==> src/rtl/spi_master_pkg.sv <==
// Shared constants for the SPI mode-3 initiator: FSM encodings, bus idle levels, word size.
package spi_master_pkg;

  localparam logic [2:0] ST_IDLE  = 3'd0;
  localparam logic [2:0] ST_SETUP = 3'd1;
  localparam logic [2:0] ST_LOW   = 3'd2;
  localparam logic [2:0] ST_HIGH  = 3'd3;
  localparam logic [2:0] ST_TRAIL = 3'd4;

  localparam logic SPI_SS_IDLE   = 1'b1;
  localparam logic SPI_SCLK_IDLE = 1'b1;
  localparam int   SPI_BITS      = 8;

endpackage

==> src/rtl/spi_master_clkgen.sv <==
// DIV-cycle phase timer: phase_end marks the last cycle of a phase, last_next predicts it one cycle early.
module spi_clkgen #(
  parameter int DIV = 2
) (
  input  logic clk,
  input  logic reset,
  input  logic run,
  input  logic restart,
  output logic phase_end,
  output logic last_next
);

  localparam logic [7:0] LAST = 8'(DIV - 1);

  logic [7:0] cnt;
  logic [7:0] cnt_d;

  // last_next lets the FSM register txready so it lands in a phase's final cycle
  always_comb begin
    phase_end = run && (cnt == LAST);
    if (restart || !run || phase_end) cnt_d = '0;
    else                              cnt_d = cnt + 8'd1;
    last_next = (cnt_d == LAST);
  end

  always_ff @(posedge clk or posedge reset) begin
    if (reset) cnt <= '0;
    else       cnt <= cnt_d;
  end

endmodule

==> src/rtl/spi_master.sv <==
// SPI mode-3 burst initiator (CPOL=1, CPHA=1, MSB first) with a byte-stream fabric interface.
// Optional internal loopback of mosi into the rx shifter: define SPI_MASTER_LOOPBACK_EN.
module spi_master
  import spi_master_pkg::*;
#(
  parameter int DIV = 2,
  parameter int NW  = 8
) (
  input  logic          clk,
  input  logic          reset,
  input  logic          start,
  input  logic [NW-1:0] nbytes,
  input  logic [7:0]    txdata,
  output logic          txready,
  output logic [7:0]    rxdata,
  output logic          rxvalid,
  output logic          busy,
  output logic          ss,
  output logic          sclk,
  output logic          mosi,
`ifdef SPI_MASTER_LOOPBACK_EN
  input  logic          loopback,
`endif
  input  logic          miso
);

  localparam logic [2:0] TOP_BIT = 3'(SPI_BITS - 1);

  // Handshake: txready is a one-cycle request; txdata is taken at the clk edge ending that cycle.
  // rxvalid is a one-cycle strobe qualifying rxdata; there is no back-pressure on either side.

  logic [2:0]    state;
  logic [2:0]    state_nxt;
  logic [2:0]    bit_idx;
  logic [2:0]    bit_nxt;
  logic [NW-1:0] bytes_left;
  logic [7:0]    tx_sh;
  logic [7:0]    rx_sh;
  logic          accept;
  logic          more_bytes;
  logic          in_bit;
  logic          txready_d;
  logic          phase_end;
  logic          last_next;
  logic          restart;

`ifdef SPI_MASTER_LOOPBACK_EN
  logic lb_q;
  assign in_bit = lb_q ? mosi : miso;
`else
  assign in_bit = miso;
`endif

  assign accept     = (state == ST_IDLE) && start && (nbytes != '0);
  assign more_bytes = (bytes_left > NW'(1));
  assign restart    = (state_nxt != state);

  spi_clkgen #(.DIV(DIV)) u_clkgen (
    .clk       (clk),
    .reset     (reset),
    .run       (state != ST_IDLE),
    .restart   (restart),
    .phase_end (phase_end),
    .last_next (last_next)
  );

  always_comb begin
    state_nxt = state;
    bit_nxt   = bit_idx;
    case (state)
      ST_IDLE: begin
        if (accept) begin
          state_nxt = ST_SETUP;
          bit_nxt   = TOP_BIT;
        end
      end
      ST_SETUP: if (phase_end) state_nxt = ST_LOW;
      ST_LOW:   if (phase_end) state_nxt = ST_HIGH;
      ST_HIGH: begin
        if (phase_end) begin
          // 3-bit index wraps 0 -> 7, starting the next byte with no gap
          bit_nxt = bit_idx - 3'd1;
          if (bit_idx == 3'd0 && !more_bytes) state_nxt = ST_TRAIL;
          else                                state_nxt = ST_LOW;
        end
      end
      ST_TRAIL: if (phase_end) state_nxt = ST_IDLE;
      default:  state_nxt = ST_IDLE;
    endcase

    txready_d = last_next &&
                ((state_nxt == ST_SETUP) ||
                 ((state_nxt == ST_HIGH) && (bit_nxt == 3'd0) && more_bytes));
  end

  always_ff @(posedge clk or posedge reset) begin
    if (reset) begin
      state      <= ST_IDLE;
      bit_idx    <= '0;
      bytes_left <= '0;
      tx_sh      <= '0;
      rx_sh      <= '0;
      ss         <= SPI_SS_IDLE;
      sclk       <= SPI_SCLK_IDLE;
      mosi       <= 1'b1;
      busy       <= 1'b0;
      txready    <= 1'b0;
      rxvalid    <= 1'b0;
      rxdata     <= '0;
`ifdef SPI_MASTER_LOOPBACK_EN
      lb_q       <= 1'b0;
`endif
    end else begin
      state   <= state_nxt;
      bit_idx <= bit_nxt;
      txready <= txready_d;
      rxvalid <= 1'b0;

      if (accept) begin
        bytes_left <= nbytes;
        busy       <= 1'b1;
        ss         <= ~SPI_SS_IDLE;
`ifdef SPI_MASTER_LOOPBACK_EN
        lb_q       <= loopback;
`endif
      end

      if (state_nxt == ST_LOW && state != ST_LOW) begin
        sclk <= ~SPI_SCLK_IDLE;
        if (bit_nxt == TOP_BIT) begin
          tx_sh <= txdata;
          mosi  <= txdata[7];
        end else begin
          mosi  <= tx_sh[6];
          tx_sh <= {tx_sh[6:0], 1'b0};
        end
      end

      if (state == ST_LOW && state_nxt == ST_HIGH) begin
        sclk  <= SPI_SCLK_IDLE;
        rx_sh <= {rx_sh[6:0], in_bit};
        if (bit_idx == 3'd0) begin
          rxvalid <= 1'b1;
          rxdata  <= {rx_sh[6:0], in_bit};
        end
      end

      if (state == ST_HIGH && phase_end && bit_idx == 3'd0)
        bytes_left <= bytes_left - NW'(1);

      if (state_nxt == ST_TRAIL && state != ST_TRAIL) begin
        ss   <= SPI_SS_IDLE;
        sclk <= SPI_SCLK_IDLE;
        mosi <= 1'b1;
      end

      if (state == ST_TRAIL && phase_end)
        busy <= 1'b0;
    end
  end

endmodule
==> config.mk <==
export PLATFORM = sky130hd
export DESIGN_NAME = spi_master
export DESIGN_NICKNAME = d
export VERILOG_FILES = /design/src/rtl/spi_master_pkg.sv /design/src/rtl/spi_master_clkgen.sv /design/src/rtl/spi_master.sv
export SDC_FILE = /design/constraint.sdc
export NUM_CORES = 1
export LEC_CHECK = 0
export ABC_AREA = 1
export CAP_MARGIN = 20
export CELL_PAD_IN_SITES_DETAIL_PLACEMENT = 0
export CELL_PAD_IN_SITES_GLOBAL_PLACEMENT = 2
export CORE_MARGIN = 5
export CORE_UTILIZATION = 35
export CTS_CLUSTER_DIAMETER = 80
export DETAILED_ROUTE_END_ITERATION = 7
export PLACE_DENSITY = 0.93
export SLEW_MARGIN = 40
export SYNTH_ARGS = -nofsm -noshare
export SYNTH_HDL_FRONTEND = slang
export SYNTH_SLANG_ARGS = --single-unit
==> constraint.sdc <==
create_clock -name clk -period 2.7 [get_ports clk]
set_input_delay 0.54 -clock clk [delete_from_list [all_inputs] [get_ports clk]]
set_output_delay 0.54 -clock clk [all_outputs]
set_load 0.1 [all_outputs]
==> flow_metrics.py, run 1 <==
metrics = {
    "floorplanning": {
        "ioPinCount": 34,
        "initial_core_util": 0.358,
        "die-area_um2": 9730,
        "die_y_um": 98.6,
        "core_region_area_um2": 7690,
        "core.rowCount": 32,
        "die_width_um": 98.6,
    },
    "sta": {
        "setup-violations-final": 0,
        "final_hold_viol_count": 0,
        "min_period_over_period": 0.817,
        "layout_setup_ws_ns": 0.495,
        "final_tns_setup_ns": 0,
        "slew_viol_final": 0,
        "clock.fmax_ghz": 0.454,
        "worst_pin_slew_ns": 0.644,
        "final.min_clock_period_ns": 2.20,
        "rsz0062_at_grt": "no",
        "max_slew_margin": 0.570,
        "clock_skew_ns": 0.0101,
    },
    "clock_network": {
        "post_cts_hold_buffers": 0,
        "post_cts_buffers": 0,
        "tritoncts": "yes",
        "cts.path.max_buffers": 2,
        "clkSlewWorstSetupHoldPaths_ns": 0.10,
        "cts-buffers-inserted": 5,
        "cts_repair_resize_count": 0,
        "worstSkewPairLatency_ns": 0.31,
        "cts_max_level": 2,
        "clk_root_buffer_cell": "sky130_fd_sc_hd__clkbuf_8",
        "clkSinkCount": 50,
    },
    "cells_and_area": {
        "design.final.nets": 403,
        "final.fill_count": 798,
        "area.growth.synth_to_final_pct": 18.2,
        "layout-drive-gt1-share": 0.167,
        "n_antenna_cell": 0,
        "layout.cells.non_filler": 480,
        "postLayoutCoreUtil": 0.423,
    },
    "logic_synthesis": {
        "synth_top_family_by_area": "simple AND/OR/NAND/NOR gates",
        "post_synth_and_or_nand_nor_area_fraction": 0.333,
        "synth_adder_area_share": 0.0273,
        "multiplexer_share_of_the_synthesized_area": 0,
        "synth_compound_area_frac": 0.0773,
        "synthesis.area_um2": 2750,
        "synthesis.yosys.warnings": 0,
        "synth.lib_cells_used.distinct": 39,
        "xor_xnor_cell_area_share_of_the_yosys_netlist": 0.0159,
        "synth_seq_cells": 50,
        "ys_seq_area_frac": 0.456,
        "postSynthCellCount": 339,
        "synthesis.area_per_instance_um2": 8.11,
        "synth_nets": 365,
    },
    "route": {
        "ant_nets": 0,
        "total_iterations_of_the_first_detailed_routing_run": 4,
        "drt-total-wl_um": 5750,
        "detail_route.wl_per_cell_um": 12.0,
        "post_detailed_route_via_to_cell_ratio": 4.65,
        "detail_route.drc_violations": 0,
        "vias": 2231,
        "dr.first_iter.drc_count": 70,
    },
    "run_status": {
        "run_status": "finished, final reports clean",
    },
    "hold_path": {
        "min-delay-path-class": "flip-flop to flip-flop",
    },
    "grt": {
        "number_of_antenna_violations_at_the_first_check_in_global_routing": 0,
        "grt_usage": 0.129,
        "wire_length_of_the_first_global_routing_pass_um": 10400,
        "overflow": 0,
        "grt_max_degree": 51,
        "number_of_global_route_vias_before_repair": 2310,
    },
    "placement": {
        "detailedPlacementHpwl_um": 4270,
        "port-buffer-count": 33,
        "dp.cells": 472,
        "gp_routability_congestion": 0.773,
        "pre_cts_slack_ns": 0.381,
    },
    "worst_setup_path": {
        "cp_data_arrival_time_ns": 2.46,
        "end_kind": "flip-flop",
        "criticalPathCategory": "flip-flop to flip-flop",
        "largest_fanout_on_the_critical_path": 17,
        "startpoint_type_of_the_worst_setup_path": "flip-flop",
        "crit_required_ns": 2.95,
    },
    "pwr": {
        "power_density_nw_per_um2": 954,
        "static_leakage_nw": 1.71,
        "vdd.ir_drop.worst_uv": 884,
    },
    "flow_run": {
        "cap_viol_max_count": 0,
    },
}
## worst max-delay path, stage by stage (launching register included)
cell                       delay, ns
sky130_fd_sc_hd__dfrtp_1        0.41
sky130_fd_sc_hd__inv_1          0.06
sky130_fd_sc_hd__ha_1           0.13
sky130_fd_sc_hd__nand2_1        0.07
sky130_fd_sc_hd__nor2_2         0.48
sky130_fd_sc_hd__nand2_1        0.20
sky130_fd_sc_hd__o21ai_4        0.11
sky130_fd_sc_hd__nand3_4        0.11
sky130_fd_sc_hd__clkinv_4       0.11
sky130_fd_sc_hd__nand2_4        0.14
sky130_fd_sc_hd__nor2_8         0.19
sky130_fd_sc_hd__nor2_1         0.06
sky130_fd_sc_hd__nor2_1         0.08
## final timing paths
kind	from	endpoint	slack, ns	cells after the start
worst max-delay path	u_clkgen.cnt[1]$_DFF_PP0_	rxdata[0]$_DFFE_PP0P_	0.50	12
worst min-delay path	ss$_DFFE_PP1P_	ss$_DFFE_PP1P_	0.49	2
worst max register to register	u_clkgen.cnt[1]$_DFF_PP0_	rxdata[0]$_DFFE_PP0P_	0.50	12
worst min register to register	ss$_DFFE_PP1P_	ss$_DFFE_PP1P_	0.49	2
max in group asynchronous	reset	bytes_left[5]$_DFFE_PP0P_	1.56	3
min in group asynchronous	reset	rxdata[7]$_DFFE_PP0P_	0.69	3
## state kept, by name, summed over array words and instances, names as in the netlist
name and cells:
bytes_left 8, ss 1, tx_sh 7, bit_idx 3
txready 1, rxvalid 1, rx_sh 7, sclk 1
state 3, rxdata 8, u_clkgen.cnt 8, busy 1
mosi 1
## area by class of cell
type / instances / area (um^2) / area share
clock buffers: 5 / 68.8 / 0.0212
clock inverters: 3 / 26.3 / 0.00808
inverters: 56 / 215 / 0.0662
multi-input cells: 229 / 1250 / 0.384
flip-flops and latches: 50 / 1250 / 0.386
well taps: 102 / 128 / 0.0392
repair buffers: 35 / 310 / 0.0954
## per-layer routing
metal / track usage / wire [um]
met5: 0 / 0
met4: 0.0347 / 55
met3: 0.0297 / 195
met2: 0.206 / 2710
met1: 0.175 / 2790
## cell usage after synthesis
cell type / instances / area (um^2)
sky130_fd_sc_hd__nand3_2: 3 / 30.0
sky130_fd_sc_hd__o221ai_1: 2 / 17.5
sky130_fd_sc_hd__a22oi_1: 1 / 7.51
sky130_fd_sc_hd__nand2_1: 77 / 289
sky130_fd_sc_hd__nand4_1: 6 / 37.5
sky130_fd_sc_hd__nand3_4: 1 / 17.5
sky130_fd_sc_hd__xnor2_1: 2 / 17.5
sky130_fd_sc_hd__dfstp_2: 3 / 78.8
sky130_fd_sc_hd__buf_6: 2 / 22.5
sky130_fd_sc_hd__dfrtp_1: 47 / 1180
sky130_fd_sc_hd__a21oi_1: 3 / 15.0
sky130_fd_sc_hd__o21ai_0: 10 / 50.1
sky130_fd_sc_hd__nor2_2: 4 / 25.0
sky130_fd_sc_hd__nor2_8: 2 / 40.0
sky130_fd_sc_hd__clkbuf_1: 1 / 3.75
sky130_fd_sc_hd__o211ai_1: 4 / 30.0
sky130_fd_sc_hd__ha_1: 6 / 75.1
sky130_fd_sc_hd__nand3b_1: 7 / 52.6
sky130_fd_sc_hd__buf_2: 1 / 5.00
sky130_fd_sc_hd__nor3_1: 7 / 35.0
sky130_fd_sc_hd__xor2_1: 3 / 26.3
sky130_fd_sc_hd__or2_2: 1 / 6.26
sky130_fd_sc_hd__nor2_4: 2 / 22.5
sky130_fd_sc_hd__nor2_1: 37 / 139
sky130_fd_sc_hd__nor3_2: 1 / 10.0
sky130_fd_sc_hd__nand2_2: 7 / 43.8
sky130_fd_sc_hd__nand3_1: 27 / 135
sky130_fd_sc_hd__inv_1: 47 / 176
sky130_fd_sc_hd__a31oi_1: 1 / 6.26
sky130_fd_sc_hd__nand2_4: 3 / 33.8
sky130_fd_sc_hd__a21boi_0: 1 / 7.51
sky130_fd_sc_hd__inv_2: 8 / 30.0
sky130_fd_sc_hd__a21o_1: 1 / 7.51
sky130_fd_sc_hd__o21ai_4: 1 / 16.3
sky130_fd_sc_hd__o31ai_1: 1 / 7.51
sky130_fd_sc_hd__o21ai_2: 1 / 8.76
sky130_fd_sc_hd__o21ai_1: 6 / 30.0
sky130_fd_sc_hd__clkinv_4: 1 / 8.76
sky130_fd_sc_hd__a32oi_1: 1 / 8.76
## placed cells by master, fill, tap and decap left out, types with 3 or more instances in the layout
master	n
sky130_fd_sc_hd__nand4_1	6
sky130_fd_sc_hd__xor2_1	3
sky130_fd_sc_hd__a21oi_1	3
sky130_fd_sc_hd__ha_1	6
sky130_fd_sc_hd__inv_2	9
sky130_fd_sc_hd__o21ai_0	10
sky130_fd_sc_hd__nor3_1	7
sky130_fd_sc_hd__nand2_4	3
sky130_fd_sc_hd__nor2_1	37
sky130_fd_sc_hd__o21ai_1	6
sky130_fd_sc_hd__dfstp_2	3
sky130_fd_sc_hd__dfrtp_1	47
sky130_fd_sc_hd__clkdlybuf4s50_1	19
sky130_fd_sc_hd__clkbuf_8	5
sky130_fd_sc_hd__nand3_2	3
sky130_fd_sc_hd__nand3b_1	7
sky130_fd_sc_hd__nand3_1	27
sky130_fd_sc_hd__buf_4	16
sky130_fd_sc_hd__inv_6	3
sky130_fd_sc_hd__nand2_2	7
sky130_fd_sc_hd__o211ai_1	4
sky130_fd_sc_hd__nor2_2	4
sky130_fd_sc_hd__nand2_1	77
sky130_fd_sc_hd__inv_1	46
## kinds of logic after synthesis
group           after synthesis
compound gates               33
simple gates                185
fa+ha+maj                     6
xor+xnor                      5
flops                        50
buf+inv                      60
## stage by stage
stage,cell area [um^2],power [W],hold slack [ns]
CTS,3250,0.00316,0.485
detailed placement,3160,0.00268,0.467
floorplan,2750,0.00237,0.442
global route,3250,0.00341,0.506
global placement,3160,0.00266,0.460
finish,3250,0.00310,0.486
## report_power, final
| group | internal, W | total (W) | leakage (nW) | switching, W |
|---|---|---|---|---|
| Combinational | 0.000469 | 0.00151 | 1.03 | 0.00104 |
| Clock | 0.000193 | 0.000463 | 0.0495 | 0.000270 |
| Sequential | 0.000981 | 0.00113 | 0.633 | 0.000146 |
No activity file was read; power rests on OpenSTA's default activity.
==> run 2, diff against run 1 <==
--- a/config.mk
+++ b/config.mk
@@ -10,10 +10,10 @@
 export CELL_PAD_IN_SITES_DETAIL_PLACEMENT = 0
 export CELL_PAD_IN_SITES_GLOBAL_PLACEMENT = 2
 export CORE_MARGIN = 5
-export CORE_UTILIZATION = 35
+export CORE_UTILIZATION = 33
 export CTS_CLUSTER_DIAMETER = 80
 export DETAILED_ROUTE_END_ITERATION = 7
-export PLACE_DENSITY = 0.93
+export PLACE_DENSITY = 0.89
 export SLEW_MARGIN = 40
 export SYNTH_ARGS = -nofsm -noshare
 export SYNTH_HDL_FRONTEND = slang
==> constraint.sdc (replaced) <==
create_clock -name clk -period 2.1 [get_ports clk]
set_input_delay 0.42 -clock clk [delete_from_list [all_inputs] [get_ports clk]]
set_output_delay 0.42 -clock clk [all_outputs]
set_load 0.1 [all_outputs]
==> flow_metrics.py, run 2 (synthesized netlist as in run 1, its figures left out) <==
metrics = {
    "run_status": {
        "run_status": "finished, final reports clean",
    },
    "placement": {
        "gp_routability_congestion": 0.780,
        "port-buffer-count": 33,
        "detailedPlacementHpwl_um": 4390,
        "detailed_place.area_um2": 3290,
    },
    "worst_setup_path": {
        "rr_endpoint": "tx_sh[1]$_DFFE_PP0P_",
        "worst_r2r_startpoint": "bytes_left[0]$_DFFE_PP0P_",
        "startpoint_type_of_the_worst_setup_path": "flip-flop",
        "crit_required_ns": 2.30,
        "cp_data_arrival_time_ns": 2.10,
        "ff2ff_path_depth": 11,
        "critical_path.startpoint": "bytes_left[0]$_DFFE_PP0P_",
        "end_kind": "flip-flop",
        "largest_fanout_on_the_critical_path": 7,
        "criticalPathCategory": "flip-flop to flip-flop",
        "rrSetupSlack_ns": 0.21,
    },
    "cells_and_area": {
        "n_antenna_cell": 0,
        "layout_top_registers": "bytes_left x8, rxdata x8, u_clkgen.cnt x8",
        "design.final.nets": 414,
        "most-common-layout-cells": "sky130_fd_sc_hd__nand2_1, sky130_fd_sc_hd__dfrtp_1, sky130_fd_sc_hd__inv_1, sky130_fd_sc_hd__nor2_1, sky130_fd_sc_hd__nand3_1",
        "area.growth.synth_to_final_pct": 23.8,
        "layout.cells.most_common": "sky130_fd_sc_hd__nand2_1",
        "layout-drive-gt1-share": 0.190,
        "post-route-cell-area_um2": 3410,
    },
    "route": {
        "detail_route.wl_per_cell_um": 11.5,
        "post_detailed_route_via_to_cell_ratio": 4.54,
        "detail_route.drc_violations": 0,
        "dr.first_iter.drc_count": 97,
        "ant_nets": 0,
        "drt-total-wl_um": 5680,
        "vias": 2241,
        "total_iterations_of_the_first_detailed_routing_run": 4,
    },
    "clock_network": {
        "cts_repair_resize_count": 0,
        "clk_root_buffer_cell": "sky130_fd_sc_hd__clkbuf_8",
        "cts-buffers-inserted": 5,
        "clkSinkCount": 50,
        "cts.path.max_buffers": 2,
        "clkSlewWorstSetupHoldPaths_ns": 0.09,
        "post_cts_buffers": 0,
        "worstSkewPairLatency_ns": 0.30,
        "post_cts_hold_buffers": 0,
        "cts_max_level": 2,
        "tritoncts": "yes",
    },
    "grt": {
        "grt_usage": 0.121,
        "grt_max_degree": 33,
        "wire_length_of_the_first_global_routing_pass_um": 10100,
        "number_of_global_route_vias_before_repair": 2236,
        "number_of_antenna_violations_at_the_first_check_in_global_routing": 0,
        "overflow": 0,
    },
    "sta": {
        "min_period_over_period": 0.902,
        "worst_pin_slew_ns": 0.441,
        "slew_viol_final": 0,
        "final_tns_setup_ns": 0,
        "clock.fmax_ghz": 0.528,
        "rsz0062_at_grt": "no",
        "setup-violations-final": 0,
        "final.hold.worst_slack_ns": 0.426,
        "max_slew_margin": 0.706,
        "clock_skew_ns": 0.00495,
        "final.min_clock_period_ns": 1.89,
        "final_hold_viol_count": 0,
    },
    "floorplanning": {
        "die-area_um2": 10300,
        "core_region_area_um2": 8180,
        "die_y_um": 101,
        "ioPinCount": 34,
        "initial_core_util": 0.336,
        "die_width_um": 101,
        "core.rowCount": 33,
    },
    "flow_run": {
        "cap_viol_max_count": 0,
    },
    "pwr": {
        "static_leakage_nw": 1.79,
        "power_density_nw_per_um2": 1250,
        "vdd.ir_drop.worst_uv": 952,
    },
    "hold_path": {
        "min-delay-path-class": "primary input to async pin",
    },
}
## run 2: how the worst max path moves through the flow
stage,endpoint,depth (start not counted),slack (ns)
global placement,txready$_DFF_PP0_,12,-0.02
floorplan,rxdata[6]$_DFFE_PP0P_,11,0.42
finish,tx_sh[1]$_DFFE_PP0P_,11,0.21
detailed placement,txready$_DFF_PP0_,12,-0.04
CTS,tx_sh[6]$_DFFE_PP0P_,11,0.20
global route,rxdata[3]$_DFFE_PP0P_,13,0.05
## run 2: cell type report
| class | count | area [um^2] |
|---|---|---|
| clock inverters | 3 | 43.8 |
| fillers | 839 | 4770 |
| multi-input cells | 229 | 1250 |
| flip-flops and latches | 50 | 1250 |
| clock buffers | 5 | 68.8 |
| well taps | 105 | 131 |
| inverters | 56 | 215 |
| repair buffers | 46 | 443 |
## run 2: through the flow
stage | setup slack, ns | std cells | total power [W] | util
3_3_place_gp | -0.0164 | 486 | 0.00360 | 0.403
2_1_floorplan | 0.423 | 339 | 0.00305 | -
5_1_grt | 0.0465 | 494 | 0.00463 | 0.417
3_5_place_dp | -0.0364 | 486 | 0.00362 | 0.403
4_1_cts | 0.203 | 494 | 0.00431 | 0.417
6_report | 0.205 | 494 | 0.00425 | 0.417
## run 2: worst max-delay path: stages, from the launching register on
cell and delay, ns:
sky130_fd_sc_hd__dfrtp_1 0.39, sky130_fd_sc_hd__inv_1 0.13, sky130_fd_sc_hd__ha_1 0.22, sky130_fd_sc_hd__nor2_1 0.07, sky130_fd_sc_hd__nor3_2 0.32, sky130_fd_sc_hd__nand4_1 0.14
sky130_fd_sc_hd__nand2_1 0.10, sky130_fd_sc_hd__nand2_2 0.06, sky130_fd_sc_hd__nand3_2 0.12, sky130_fd_sc_hd__inv_2 0.09, sky130_fd_sc_hd__nand3_1 0.10, sky130_fd_sc_hd__nand2_1 0.05
## run 2: where the power goes
| part | internal (W) | switching (W) |
|---|---|---|
| clock | 0.000357 | 0.000327 |
| combinational | 0.000759 | 0.00135 |
| sequential | 0.00126 | 0.000200 |
## run 2: per-layer routing
metal / global-route usage / routed length (um) / vias to the layer above
li1: - / - / 1180
met1: 0.161 / 2760 / 1019
met3: 0.0282 / 203 / 7
met5: 0 / 0 / -
met2: 0.194 / 2650 / 35
met4: 0.0409 / 68 / 0
